[src/rtl/wb_req_master.sv]
// Purpose : buffers read/write commands and issues them as single classic Wishbone cycles, one at a time.
// Latency : a command pushed into an empty idle block raises wb_stb_i one cycle after the push edge.
// Backpress: cmd_ready drops when the FIFO is full; the FSM stalls in RESP until rsp_ready, while the FIFO keeps filling.
//
// Ports   : sys_clk/RESET (sync, active-high); sdr_init_done gates new transactions;
//           cmd_* valid/ready command input; rsp_* valid/ready completion output;
//           wb_*_i master outputs and wb_ack_o/wb_dat_o slave inputs toward the SDRAM controller.
// Option  : define WB_TIMEOUT_EN to abort a cycle after TIMEOUT_CYC cycles without ack (rsp_err = 1).
module wb_req_master #(
    parameter int dw          = 32,
    parameter int FIFO_DEPTH  = 4,
    parameter int TIMEOUT_CYC = 1023
) (
    input  logic              sys_clk,
    input  logic              RESET,
    input  logic              sdr_init_done,
    input  logic              cmd_valid,
    output logic              cmd_ready,
    input  logic              cmd_we,
    input  logic [25:0]       cmd_addr,
    input  logic [dw-1:0]     cmd_wdata,
    input  logic [dw/8-1:0]   cmd_sel,
    output logic              rsp_valid,
    input  logic              rsp_ready,
    output logic              rsp_we,
    output logic              rsp_err,
    output logic [dw-1:0]     rsp_rdata,
    output logic              wb_stb_i,
    output logic              wb_cyc_i,
    output logic              wb_we_i,
    output logic [25:0]       wb_addr_i,
    output logic [dw-1:0]     wb_dat_i,
    output logic [dw/8-1:0]   wb_sel_i,
    output logic [2:0]        wb_cti_i,
    input  logic              wb_ack_o,
    input  logic [dw-1:0]     wb_dat_o
);
    localparam int AW = $clog2(FIFO_DEPTH);
    localparam int CW = $clog2(FIFO_DEPTH + 1);

    typedef struct packed {
        logic              we;
        logic [25:0]       addr;
        logic [dw-1:0]     wdata;
        logic [dw/8-1:0]   sel;
    } cmd_t;

    typedef enum logic [1:0] {IDLE, ACTIVE, RESP} state_t;

    cmd_t             fifo_mem [FIFO_DEPTH];
    cmd_t             head;
    logic             push, pop;

    logic [AW-1:0]    wr_ptr_q, wr_ptr_d, rd_ptr_q, rd_ptr_d;
    logic [CW-1:0]    count_q, count_d;
    state_t           state_q, state_d;

    logic             stb_q, stb_d;
    logic             we_q, we_d;
    logic [25:0]      addr_q, addr_d;
    logic [dw-1:0]    dat_q, dat_d;
    logic [dw/8-1:0]  sel_q, sel_d;

    logic             rsp_valid_q, rsp_valid_d;
    logic             rsp_we_q, rsp_we_d;
    logic [dw-1:0]    rsp_rdata_q, rsp_rdata_d;

`ifdef WB_TIMEOUT_EN
    logic             rsp_err_q, rsp_err_d;
    logic [10:0]      timer_q, timer_d;
`else
    logic             unused_timeout_cyc;
    assign unused_timeout_cyc = (TIMEOUT_CYC != 0);
`endif

    assign cmd_ready = (count_q != CW'(FIFO_DEPTH));
    assign push      = cmd_valid && cmd_ready;
    assign head      = fifo_mem[rd_ptr_q];

    always_comb begin
        state_d     = state_q;
        pop         = 1'b0;
        stb_d       = stb_q;
        we_d        = we_q;
        addr_d      = addr_q;
        dat_d       = dat_q;
        sel_d       = sel_q;
        rsp_valid_d = rsp_valid_q;
        rsp_we_d    = rsp_we_q;
        rsp_rdata_d = rsp_rdata_q;
`ifdef WB_TIMEOUT_EN
        rsp_err_d   = rsp_err_q;
        timer_d     = timer_q;
`endif
        unique case (state_q)
            IDLE: begin
                if (sdr_init_done && (count_q != '0)) begin
                    pop     = 1'b1;
                    state_d = ACTIVE;
                    stb_d   = 1'b1;
                    we_d    = head.we;
                    addr_d  = head.addr;
                    dat_d   = head.wdata;
                    sel_d   = head.sel;
`ifdef WB_TIMEOUT_EN
                    timer_d = '0;
`endif
                end
            end
            ACTIVE: begin
                // Ack is checked first so a coincident timeout loses.
                if (wb_ack_o) begin
                    state_d     = RESP;
                    stb_d       = 1'b0;
                    we_d        = 1'b0;
                    addr_d      = '0;
                    dat_d       = '0;
                    sel_d       = '0;
                    rsp_valid_d = 1'b1;
                    rsp_we_d    = we_q;
                    rsp_rdata_d = we_q ? '0 : wb_dat_o;
`ifdef WB_TIMEOUT_EN
                    rsp_err_d   = 1'b0;
                end else if (timer_q == 11'(TIMEOUT_CYC - 1)) begin
                    // This is the TIMEOUT_CYC-th ackless cycle: abort now.
                    state_d     = RESP;
                    stb_d       = 1'b0;
                    we_d        = 1'b0;
                    addr_d      = '0;
                    dat_d       = '0;
                    sel_d       = '0;
                    rsp_valid_d = 1'b1;
                    rsp_we_d    = we_q;
                    rsp_rdata_d = '0;
                    rsp_err_d   = 1'b1;
                end else begin
                    timer_d     = timer_q + 11'd1;
`endif
                end
            end
            RESP: begin
                if (rsp_ready) begin
                    state_d     = IDLE;
                    rsp_valid_d = 1'b0;
                    rsp_we_d    = 1'b0;
                    rsp_rdata_d = '0;
`ifdef WB_TIMEOUT_EN
                    rsp_err_d   = 1'b0;
`endif
                end
            end
            default: state_d = IDLE;
        endcase

        // Depth is a power of two, so pointer wrap is natural overflow.
        wr_ptr_d = push ? wr_ptr_q + AW'(1) : wr_ptr_q;
        rd_ptr_d = pop  ? rd_ptr_q + AW'(1) : rd_ptr_q;
        unique case ({push, pop})
            2'b10:   count_d = count_q + CW'(1);
            2'b01:   count_d = count_q - CW'(1);
            default: count_d = count_q;
        endcase
    end

    always_ff @(posedge sys_clk) begin
        if (RESET) begin
            state_q     <= IDLE;
            wr_ptr_q    <= '0;
            rd_ptr_q    <= '0;
            count_q     <= '0;
            stb_q       <= 1'b0;
            we_q        <= 1'b0;
            addr_q      <= '0;
            dat_q       <= '0;
            sel_q       <= '0;
            rsp_valid_q <= 1'b0;
            rsp_we_q    <= 1'b0;
            rsp_rdata_q <= '0;
`ifdef WB_TIMEOUT_EN
            rsp_err_q   <= 1'b0;
            timer_q     <= '0;
`endif
        end else begin
            state_q     <= state_d;
            wr_ptr_q    <= wr_ptr_d;
            rd_ptr_q    <= rd_ptr_d;
            count_q     <= count_d;
            stb_q       <= stb_d;
            we_q        <= we_d;
            addr_q      <= addr_d;
            dat_q       <= dat_d;
            sel_q       <= sel_d;
            rsp_valid_q <= rsp_valid_d;
            rsp_we_q    <= rsp_we_d;
            rsp_rdata_q <= rsp_rdata_d;
`ifdef WB_TIMEOUT_EN
            rsp_err_q   <= rsp_err_d;
            timer_q     <= timer_d;
`endif
        end
    end

    // Payload storage needs no reset; occupancy is tracked by count_q.
    always_ff @(posedge sys_clk) begin
        if (push && !RESET) begin
            fifo_mem[wr_ptr_q] <= '{we: cmd_we, addr: cmd_addr, wdata: cmd_wdata, sel: cmd_sel};
        end
    end

    assign wb_stb_i  = stb_q;
    assign wb_cyc_i  = stb_q;
    assign wb_we_i   = we_q;
    assign wb_addr_i = addr_q;
    assign wb_dat_i  = dat_q;
    assign wb_sel_i  = sel_q;
    assign wb_cti_i  = 3'b000;
    assign rsp_valid = rsp_valid_q;
    assign rsp_we    = rsp_we_q;
    assign rsp_rdata = rsp_rdata_q;
`ifdef WB_TIMEOUT_EN
    assign rsp_err   = rsp_err_q;
`else
    assign rsp_err   = 1'b0;
`endif

endmodule

[config.mk]
export PLATFORM = sky130hd
export DESIGN_NAME = wb_req_master
export DESIGN_NICKNAME = d
export VERILOG_FILES = /design/src/rtl/wb_req_master.sv
export SDC_FILE = /design/constraint.sdc
export NUM_CORES = 1
export LEC_CHECK = 0
export ABC_AREA = 1
export CAP_MARGIN = 20
export CORE_AREA = 4 4 152 190
export DETAILED_ROUTE_END_ITERATION = 10
export DIE_AREA = 0 0 156 194
export GPL_TIMING_DRIVEN = 1
export PLACE_DENSITY = 0.79
export SETUP_SLACK_MARGIN = 0.5
export SLEW_MARGIN = 0
export SYNTH_ARGS = -nofsm -noshare
export SYNTH_HDL_FRONTEND = slang
export SYNTH_SLANG_ARGS = --single-unit
export TNS_END_PERCENT = 100
[constraint.sdc]
create_clock -name sys_clk -period 5 [get_ports sys_clk]
set_clock_uncertainty 0.15 [all_clocks]
set_input_delay 1 -clock sys_clk [delete_from_list [all_inputs] [get_ports sys_clk]]
set_output_delay 1 -clock sys_clk [all_outputs]
set_load 0.05 [all_outputs]
; Yosys cells after proc, flatten, opt, wreduce, memory -nomap -nowiden
; Memory sizes are Yosys's and may differ from the RTL's. A register that Yosys moved wholly into a read port is not among the register bits.
; Index checks and enable logic that the tools add are counted.
[op_classes]
n_mux = 34
order_cmp = 0
bitwise_logic = 0
n_eq_ne = 8
shift = 0
n_reduce_logical = 12
add_sub_neg = 4
n_div = 0
mul = 0
[op_table]
columns = cell, n
row1 = 32-bit 2-to-1 mux, 5
row2 = 32-bit case mux with 2 select lines, 2
row3 = 26-bit 2-to-1 mux, 2
row4 = 26-bit case mux with 2 select lines, 1
row5 = 1-bit 2-to-1 mux, 10
row6 = 2-bit 2-to-1 mux, 5
row7 = 3-bit AND reduction, 3
row8 = 4-bit 2-to-1 mux, 2
row9 = 1-bit case mux with 2 select lines, 4
row10 = 4-bit case mux with 2 select lines, 1
row11 = 2-bit != test (second input constant), 3
row12 = 2-bit case mux with 3 select lines, 1
row13 = 3-bit case mux with 2 select lines, 1
row14 = 2-bit nonzero test, 3
row15 = 2-bit by 1-bit adder with 2-bit output (second input constant), 2
row16 = 2-bit by 1-bit == test with 1-bit output (second input constant), 2
row17 = 2-bit == test (second input constant), 2
row18 = 3-bit by 1-bit adder with 3-bit output (second input constant), 1
row19 = 1-bit logical AND, 3
row20 = 3-bit != test (second input constant), 1
row21 = 3-bit nonzero test, 1
row22 = 3-bit by 1-bit subtractor with 3-bit output (second input constant), 1
row23 = 2-bit logical NOT, 1
row24 = 1-bit logical NOT, 1
[word_totals]
latchBits = 0
elab_cells = 71
mem_bits_ro = 0
ram_bits = 252
out_inout_bits = 104
ff_bits = 107
memories = 1
[mem_list]
columns = memory, words, width, read_ports, rd_clocked_by_memory_dff, wr, line_no
row1 = fifo_mem, 4, 63, 1, 1, 1, 50  ; cmd_t fifo_mem [FIFO_DEPTH];

; Longest topological paths before layout
; Gate-level depths: netlist (run 1).
[logic_depth]
word_depth = 6
mapped_depth = 12
mapped_depth_nobuf = 11

; Worst setup path after synthesis (run 1)
; OpenSTA, ideal clock, no wires.
[synth_timing]
path_kind = input port to flip-flop
startpoint = in RESET
endpoint = mem fifo_mem[0][0] (netlist name), enable pin
setup_ns = 0.485
path_buffers = 1
path_stages = 4
arrival_ns = 4.135
path_slack_ns = 0.230
path_cell_list = buf_2 inv_1 nand3_1 nor2_1
[synth_between]
elab_chain_cells = 4
[synth_lines]
columns = item, line_no
row1 = from (decl), 15  ; input logic RESET,
row2 = 1-bit logical NOT, 205  ; if (push && !RESET) begin
row3 = 1-bit logical AND, 205
row4 = 1-bit 2-to-1 mux, 205
row5 = 1-bit 2-to-1 mux (not written as such), 206  ; fifo_mem[wr_ptr_q] <= '{we: cmd_we, addr: cmd_addr, wdata: cmd_wdata, sel: cmd_sel};
row6 = to (decl), 50
; No other way between the ends.

; Final worst setup path (run 1)
[layout_timing]
startpoint = reg count_q[0]
endpoint = out cmd_ready
[layout_between]
elab_chain_cells = 1
[layout_lines]
columns = item, line_no
row1 = from (decl), 55  ; logic [CW-1:0] count_q, count_d;
row2 = from (signal assigned), 187  ; count_q <= count_d;
row3 = 3-bit != test, 76  ; assign cmd_ready = (count_q != CW'(FIFO_DEPTH));
row4 = to (decl), 18  ; output logic cmd_ready,
; No other way between the ends.

==> results of run 1 <==
[placed cells by master (no fill, tap or decap), drive strengths merged]
cell type | Yosys | routed
edfxtp | 252 | 252
clkinv | 0 | 10
bufinv | 0 | 2
diode | 0 | 1
o21ai | 7 | 7
dfxtp | 109 | 109
clkdlybuf4s50 | 0 | 199
inv | 268 | 269
nand3 | 195 | 195
xor2 | 1 | 1
nor2 | 18 | 18
buf | 54 | 13
nand2 | 456 | 456
a21oi | 103 | 103
conb | 1 | 4
ha | 5 | 5
clkbuf | 29 | 47
clkinvlp | 0 | 3
fa | 1 | 1
[kinds of logic after synthesis]
family,count (synthesis)
compound gates,110
xor+xnor,1
fa+ha+maj,6
buf+inv,351
flops,361
other cells,1
simple gates,669
[registers in the layout, indices dropped and copies added, names as in the netlist, named ones only]
signal / flops
wb_sel_i: 4
rd_ptr_q: 2
rsp_rdata: 32
rsp_valid: 1
wr_ptr_q: 2
state_q: 2
wb_cyc_i: 1
wb_dat_i: 32
fifo_mem: 252
count_q: 3
wb_addr_i: 26
wb_we_i: 1
rsp_we: 1
[power by group through the flow]
| stage | combinational, uW | sequential, uW | clock [uW] |
|---|---|---|---|
| final | 2580 | 3670 | 2550 |
| after global routing | 2790 | 3710 | 2720 |
| after CTS | 2590 | 3680 | 2590 |
| after detailed placement | 2570 | 3740 | 0 |
| after global placement | 2520 | 3730 | 0 |
| after floorplan | 1260 | 4270 | 0 |
[worst min-delay path by stage]
stage | start | to
4_1_cts | rsp_rdata[14] | rsp_rdata[14]
2_1_floorplan | rd_ptr_q[1] | flop
6_report | rsp_rdata[9] | rsp_rdata[9]
5_1_grt | rsp_rdata[13] | rsp_rdata[13]
3_5_place_dp | rsp_rdata[14] | rsp_rdata[14]
3_3_place_gp | rsp_rdata[1] | rsp_rdata[1]
[cell type report]
class / count / area, um2
timing repair buffer: 212 / 2110
clock inverter: 16 / 144
tap: 345 / 432
clock buffer: 47 / 973
multi-input combinational: 790 / 3520
inverter: 268 / 1010
fill: 1947 / 8960
antenna: 1 / 2.50
sequential: 361 / 9750
[worst register-to-register path: cells and delay by family (launching register included)]
family	cells	cell delay, ns
buffers and inverters	2	1.25
AND/OR/NAND/NOR	4	0.51
flip-flops	1	0.49
AO/OA/AOI/OAI	1	0.07
[per-stage QoR]
stage / utilization / setup WS, ns / hold slack, ns
after floorplan: - / 0.230 / 0.320
after global placement: 0.625 / 1.62 / 0.297
after detailed placement: 0.625 / 1.54 / 0.302
after CTS: 0.667 / 1.80 / 0.312
after global routing: 0.667 / 1.76 / 0.328
final: 0.667 / 1.83 / 0.310
[metal layers]
layer  vias up  track usage  wire (um)
met2       384        0.393      17400
met4         0       0.0941       1290
met3        86       0.0359       2150
met5         -            0          0
li1       5083            -          -
met1      4895        0.254      13000
==> flow_metrics.tcl, run 1 <==
set metrics [dict create \
    maxCapViolCount 0 \
    clk_latency_ns 0.51 \
    max_slew_margin 0.358 \
    combined_area_of_all_synthesized_cells_um2 14700 \
    detailroute.via_count 10400 \
    post_drt_wl_per_cell_um 16.6 \
    synthesis.instances 1499 \
    yosys_register_bits 361 \
    clock_power_share 0.290 \
    synth_area_in_simple_gates 0.190 \
    place.detailed.hpwl_mm 20.5 \
    r2r_setup_slack_ns 2.41 \
    port-buffer-count 200 \
    synth_top_area_share 0.516 \
    gp_routability_congestion 0.758 \
    numClockSinks 361 \
    cp.buffers_inverters 2 \
    post_synth_fa_ha_maj_area_fraction 0.00563 \
    synth_top_cells_by_count "454 x sky130_fd_sc_hd__nand2_1, 264 x sky130_fd_sc_hd__inv_1, 252 x sky130_fd_sc_hd__edfxtp_1" \
    design.die.area_um2 30300 \
    clk_root_buffer_cell "sky130_fd_sc_hd__clkbuf_16" \
    resized_gates_after_cts 0 \
    cp-end-kind "primary output" \
    cp_data_required_time_ns 3.85 \
    synth_xor_area_frac 0.000598 \
    critPathMaxStageDelay_ns 0.87 \
    power.density_cell_area_nw_per_um2 491 \
    synth_top_family_by_area "simple AND/OR/NAND/NOR gates" \
    number_of_setup_buffers_added_after_cts 0 \
    share_comb_of_total_power 0.293 \
    edff_count_synth 252 \
    holdCritPathClass "reg2reg" \
    cp_capture_point "cmd_ready" \
    grt_pass1_vias 10600 \
    min_delay_path_depth 2 \
    synthesis.area_per_instance_um2 9.78 \
    post-synth-top-count-cell "sky130_fd_sc_hd__nand2_1" \
    rsz_0062_raised_after_global_routing "no" \
    cts_tree "built" \
    cts_max_path_buffers 3 \
    drt-pass1-iter-count 5 \
    ctsHoldBuffers 0 \
    power.internal_uw 5760 \
    cts_buffers 35 \
    yosys-top-cells-area "sky130_fd_sc_hd__edfxtp_1 52%, sky130_fd_sc_hd__dfxtp_1 15%, sky130_fd_sc_hd__nand2_1 12%" \
    setup_violations 0 \
    maxClockFrequency_ghz 0.315 \
    postPlaceCellArea_um2 16800 \
    synth-compound-area-share 0.0404 \
    wl_mm 33.8 \
    timing_worst_slew_pin_value_ns 0.963 \
    cp.arrival_ns 2.02 \
    overall_die_width_um 156 \
    power_switching_uw 3050 \
    drt-vias-per-instance 5.12 \
    timing.setup.tns_ns 0 \
    syn2layout_area_growth_pct 22.4 \
    post_route_cells_drive_above_1_share 0.0543 \
    initial_cell_density_of_the_core 0.545 \
    worst_setup_path_start_kind "flop" \
    global_route.usage.total 0.218 \
    rr_endpoint "wb_dat_i[22]" \
    drc 0 \
    critical_path.slowest_cell "sky130_fd_sc_hd__clkdlybuf4s50_1" \
    antenna_found_initial 1 \
    post_synth_mux_area_share 0 \
    run_status "complete, no violations" \
    std_cell_rows 67 \
    finalHoldViolations 0 \
    synth_flop_cell "sky130_fd_sc_hd__edfxtp_1" \
    grt_pass1_wl_mm 53.3 \
    cpLargestDelayFamily "buffers and inverters" \
    placedCellCount 1976 \
    die_y_um 194 \
    post_synth_num_cell_types 24 \
    power.switching_fraction 0.346 \
    slew_viol_final 0 \
    final_period_minus_worst_setup_slack_ns 3.17 \
    top_level_ports 205 \
    drt_iter0_markers 834 \
    chain_of_cells_forming_the_critical_path "inv_1 -> nand3_1 -> clkdlybuf4s50_1" \
    seq_area_frac_synth 0.665 \
    finalPower_uw 8810 \
    critical_path_cell_count 3 \
    synth_top_cell_by_area "sky130_fd_sc_hd__edfxtp_1" \
    clk_pin_slew_ns 0.06 \
    rr_worst_depth 7 \
    grt_start_max_net_pins 87 \
    ant_nets 0 \
    power.sequential.fraction 0.417 \
    fin_area_um2 17900 \
    worst-setup-path-type "reg2out" \
    start_point_of_the_critical_path "count_q[0]" \
    path_max_fanout 4 \
    peak_supply_drop_v 0.000363 \
    grt.overflow.total 0 \
    final_min_period_over_clock_period 0.634 \
    asyncSetResetFlopFracSynth 0 \
    layout.nets 1775 \
    stdcell_count 2040 \
    cts-htree-levels 2 \
    power_leakage_uw 0.00739 \
    ys.warnings.count 0 \
    placeableCoreArea_um2 26900 \
]
(Power assumes the default switching activity.)
==> run 2: changes to the inputs <==
Clock period 5 ns to 3.2 ns, I/O delays scaled along.
==> flow_metrics.tcl, run 2 (synthesized netlist as in run 1, its figures left out) <==
set metrics [dict create \
    clk_pin_slew_ns 0.06 \
    rsz_0062_raised_after_global_routing "no" \
    cp-end-kind "primary output" \
    placedCellCount 1982 \
    clk_root_buffer_cell "sky130_fd_sc_hd__clkbuf_16" \
    top_level_ports 205 \
    place_worst_setup_slack_ns 0.557 \
    worst_setup_path_start_kind "flop" \
    timing_worst_slew_pin_value_ns 0.851 \
    drc 0 \
    slew_viol_final 0 \
    power.density_cell_area_nw_per_um2 766 \
    largest_register_ffs 252 \
    cts_tree "built" \
    finalHoldViolations 0 \
    grt.overflow.total 0 \
    post_drt_wl_per_cell_um 16.1 \
    stdcell_count 2047 \
    placeableCoreArea_um2 26900 \
    run_status "complete, no violations" \
    design.die.area_um2 30300 \
    worst-setup-path-type "reg2out" \
    drt-pass1-iter-count 5 \
    detail_route.wirelength.met1_mm 12.8 \
    area_occupied_by_multi_input_gates_um2 3530 \
    layout.filler_cells 1972 \
    layout.nets 1781 \
    met2RoutedLength_mm 17.1 \
    setup_violations 0 \
    overall_die_width_um 156 \
    cp_data_required_time_ns 2.41 \
    critical_path.slowest_cell "sky130_fd_sc_hd__clkdlybuf4s50_1" \
    topRoutingLayerUsed "met5" \
    chain_of_cells_forming_the_critical_path "clkdlybuf4s50_1" \
    regMostFlops "fifo_mem" \
    peak_supply_drop_v 0.000504 \
    most_common_library_cell_in_the_layout_ignoring_fill_and_taps "sky130_fd_sc_hd__nand2_1" \
    cpLargestDelayFamily "buffers and inverters" \
    grt_start_max_net_pins 71 \
    commonest_cells_after_routing_fill_and_taps_aside "454 x sky130_fd_sc_hd__nand2_1, 264 x sky130_fd_sc_hd__inv_1, 252 x sky130_fd_sc_hd__edfxtp_1" \
    place.detailed.hpwl_mm 19.5 \
    drt-vias-per-instance 5.11 \
    cts_buffers 35 \
    global_route.usage.total 0.213 \
    wl_mm 32.9 \
    grt_pass1_vias 10300 \
    wl_met3_mm 2.26 \
    initial_cell_density_of_the_core 0.545 \
    syn2layout_area_growth_pct 23.4 \
    cts_max_path_buffers 3 \
    maxClockFrequency_ghz 0.390 \
    cp.arrival_ns 1.77 \
    final_min_period_over_clock_period 0.801 \
    timing.setup.tns_ns 0 \
    antenna_found_initial 3 \
    std_cell_rows 67 \
    drt_iter0_markers 763 \
    numClockSinks 361 \
    cts-htree-levels 2 \
    number_of_setup_buffers_added_after_cts 0 \
    maxCapViolCount 0 \
    cp.buffers_inverters 1 \
    post_route_cells_drive_above_1_share 0.0594 \
    power_leakage_uw 0.00747 \
    grt_pass1_wl_mm 52.1 \
    path_max_fanout 2 \
    gp_routability_congestion 0.756 \
    setup_ws_ns 0.635 \
    clk_latency_ns 0.51 \
    final_period_minus_worst_setup_slack_ns 2.56 \
    port-buffer-count 200 \
    ant_nets 0 \
    die_y_um 194 \
    max_slew_margin 0.433 \
    detailroute.via_count 10500 \
    holdCritPathClass "reg2reg" \
    ff_latch_area_um2 9750 \
    critPathMaxStageDelay_ns 0.85 \
]
run 2: metal layers:
| metal | up-vias | global-route usage |
|---|---|---|
| met5 | - | 0 |
| met4 | 2 | 0.0749 |
| met3 | 56 | 0.0377 |
| met2 | 344 | 0.384 |
| met1 | 4952 | 0.255 |
| li1 | 5105 | - |
run 2: final timing paths:
check	slack (ns)	startpoint	end	depth (start not counted)
setup / recovery	0.64	wb_dat_i[23]	wb_dat_i[23]	1
hold / removal	0.31	rsp_rdata[21]	rsp_rdata[21]	2
setup reg to reg	1.00	flop	wb_dat_i[6]	7
hold reg to reg	0.31	rsp_rdata[21]	rsp_rdata[21]	2
run 2: timing repair:
action	CTS	global route
setup endpoints to repair	2	0
hold buffers	0	0
gates resized for setup	2	0
run 2: final cells by class:
type	count	area share
Clock inverter	17	0.00844
Multi-Input combinational cell	790	0.195
Sequential cell	361	0.539
Tap cell	345	0.0239
Inverter	268	0.0557
Antenna cell	2	0.000277
Clock buffer	46	0.0553
Timing Repair Buffer	218	0.122
run 2: metrics by stage:
step | hold slack, ns | utilization | cell area [um2] | total power [uW]
final | 0.312 | 0.672 | 18100 | 13900
after global routing | 0.328 | 0.672 | 18100 | 14500
after CTS | 0.313 | 0.672 | 18100 | 14000
after detailed placement | 0.303 | 0.629 | 16900 | 9910
after global placement | 0.297 | 0.629 | 16900 | 9830
after floorplan | 0.320 | - | 14700 | 8640
run 2: where the power goes:
| group | switching [uW] | internal [uW] | leakage (uW) | total, uW |
|---|---|---|---|---|
| Sequential | 271 | 5470 | 0.00318 | 5740 |
| Clock | 1670 | 2380 | 0.000562 | 4050 |
| Combinational | 2780 | 1280 | 0.00373 | 4060 |
| Total | 4720 | 9130 | 0.00747 | 13900 |
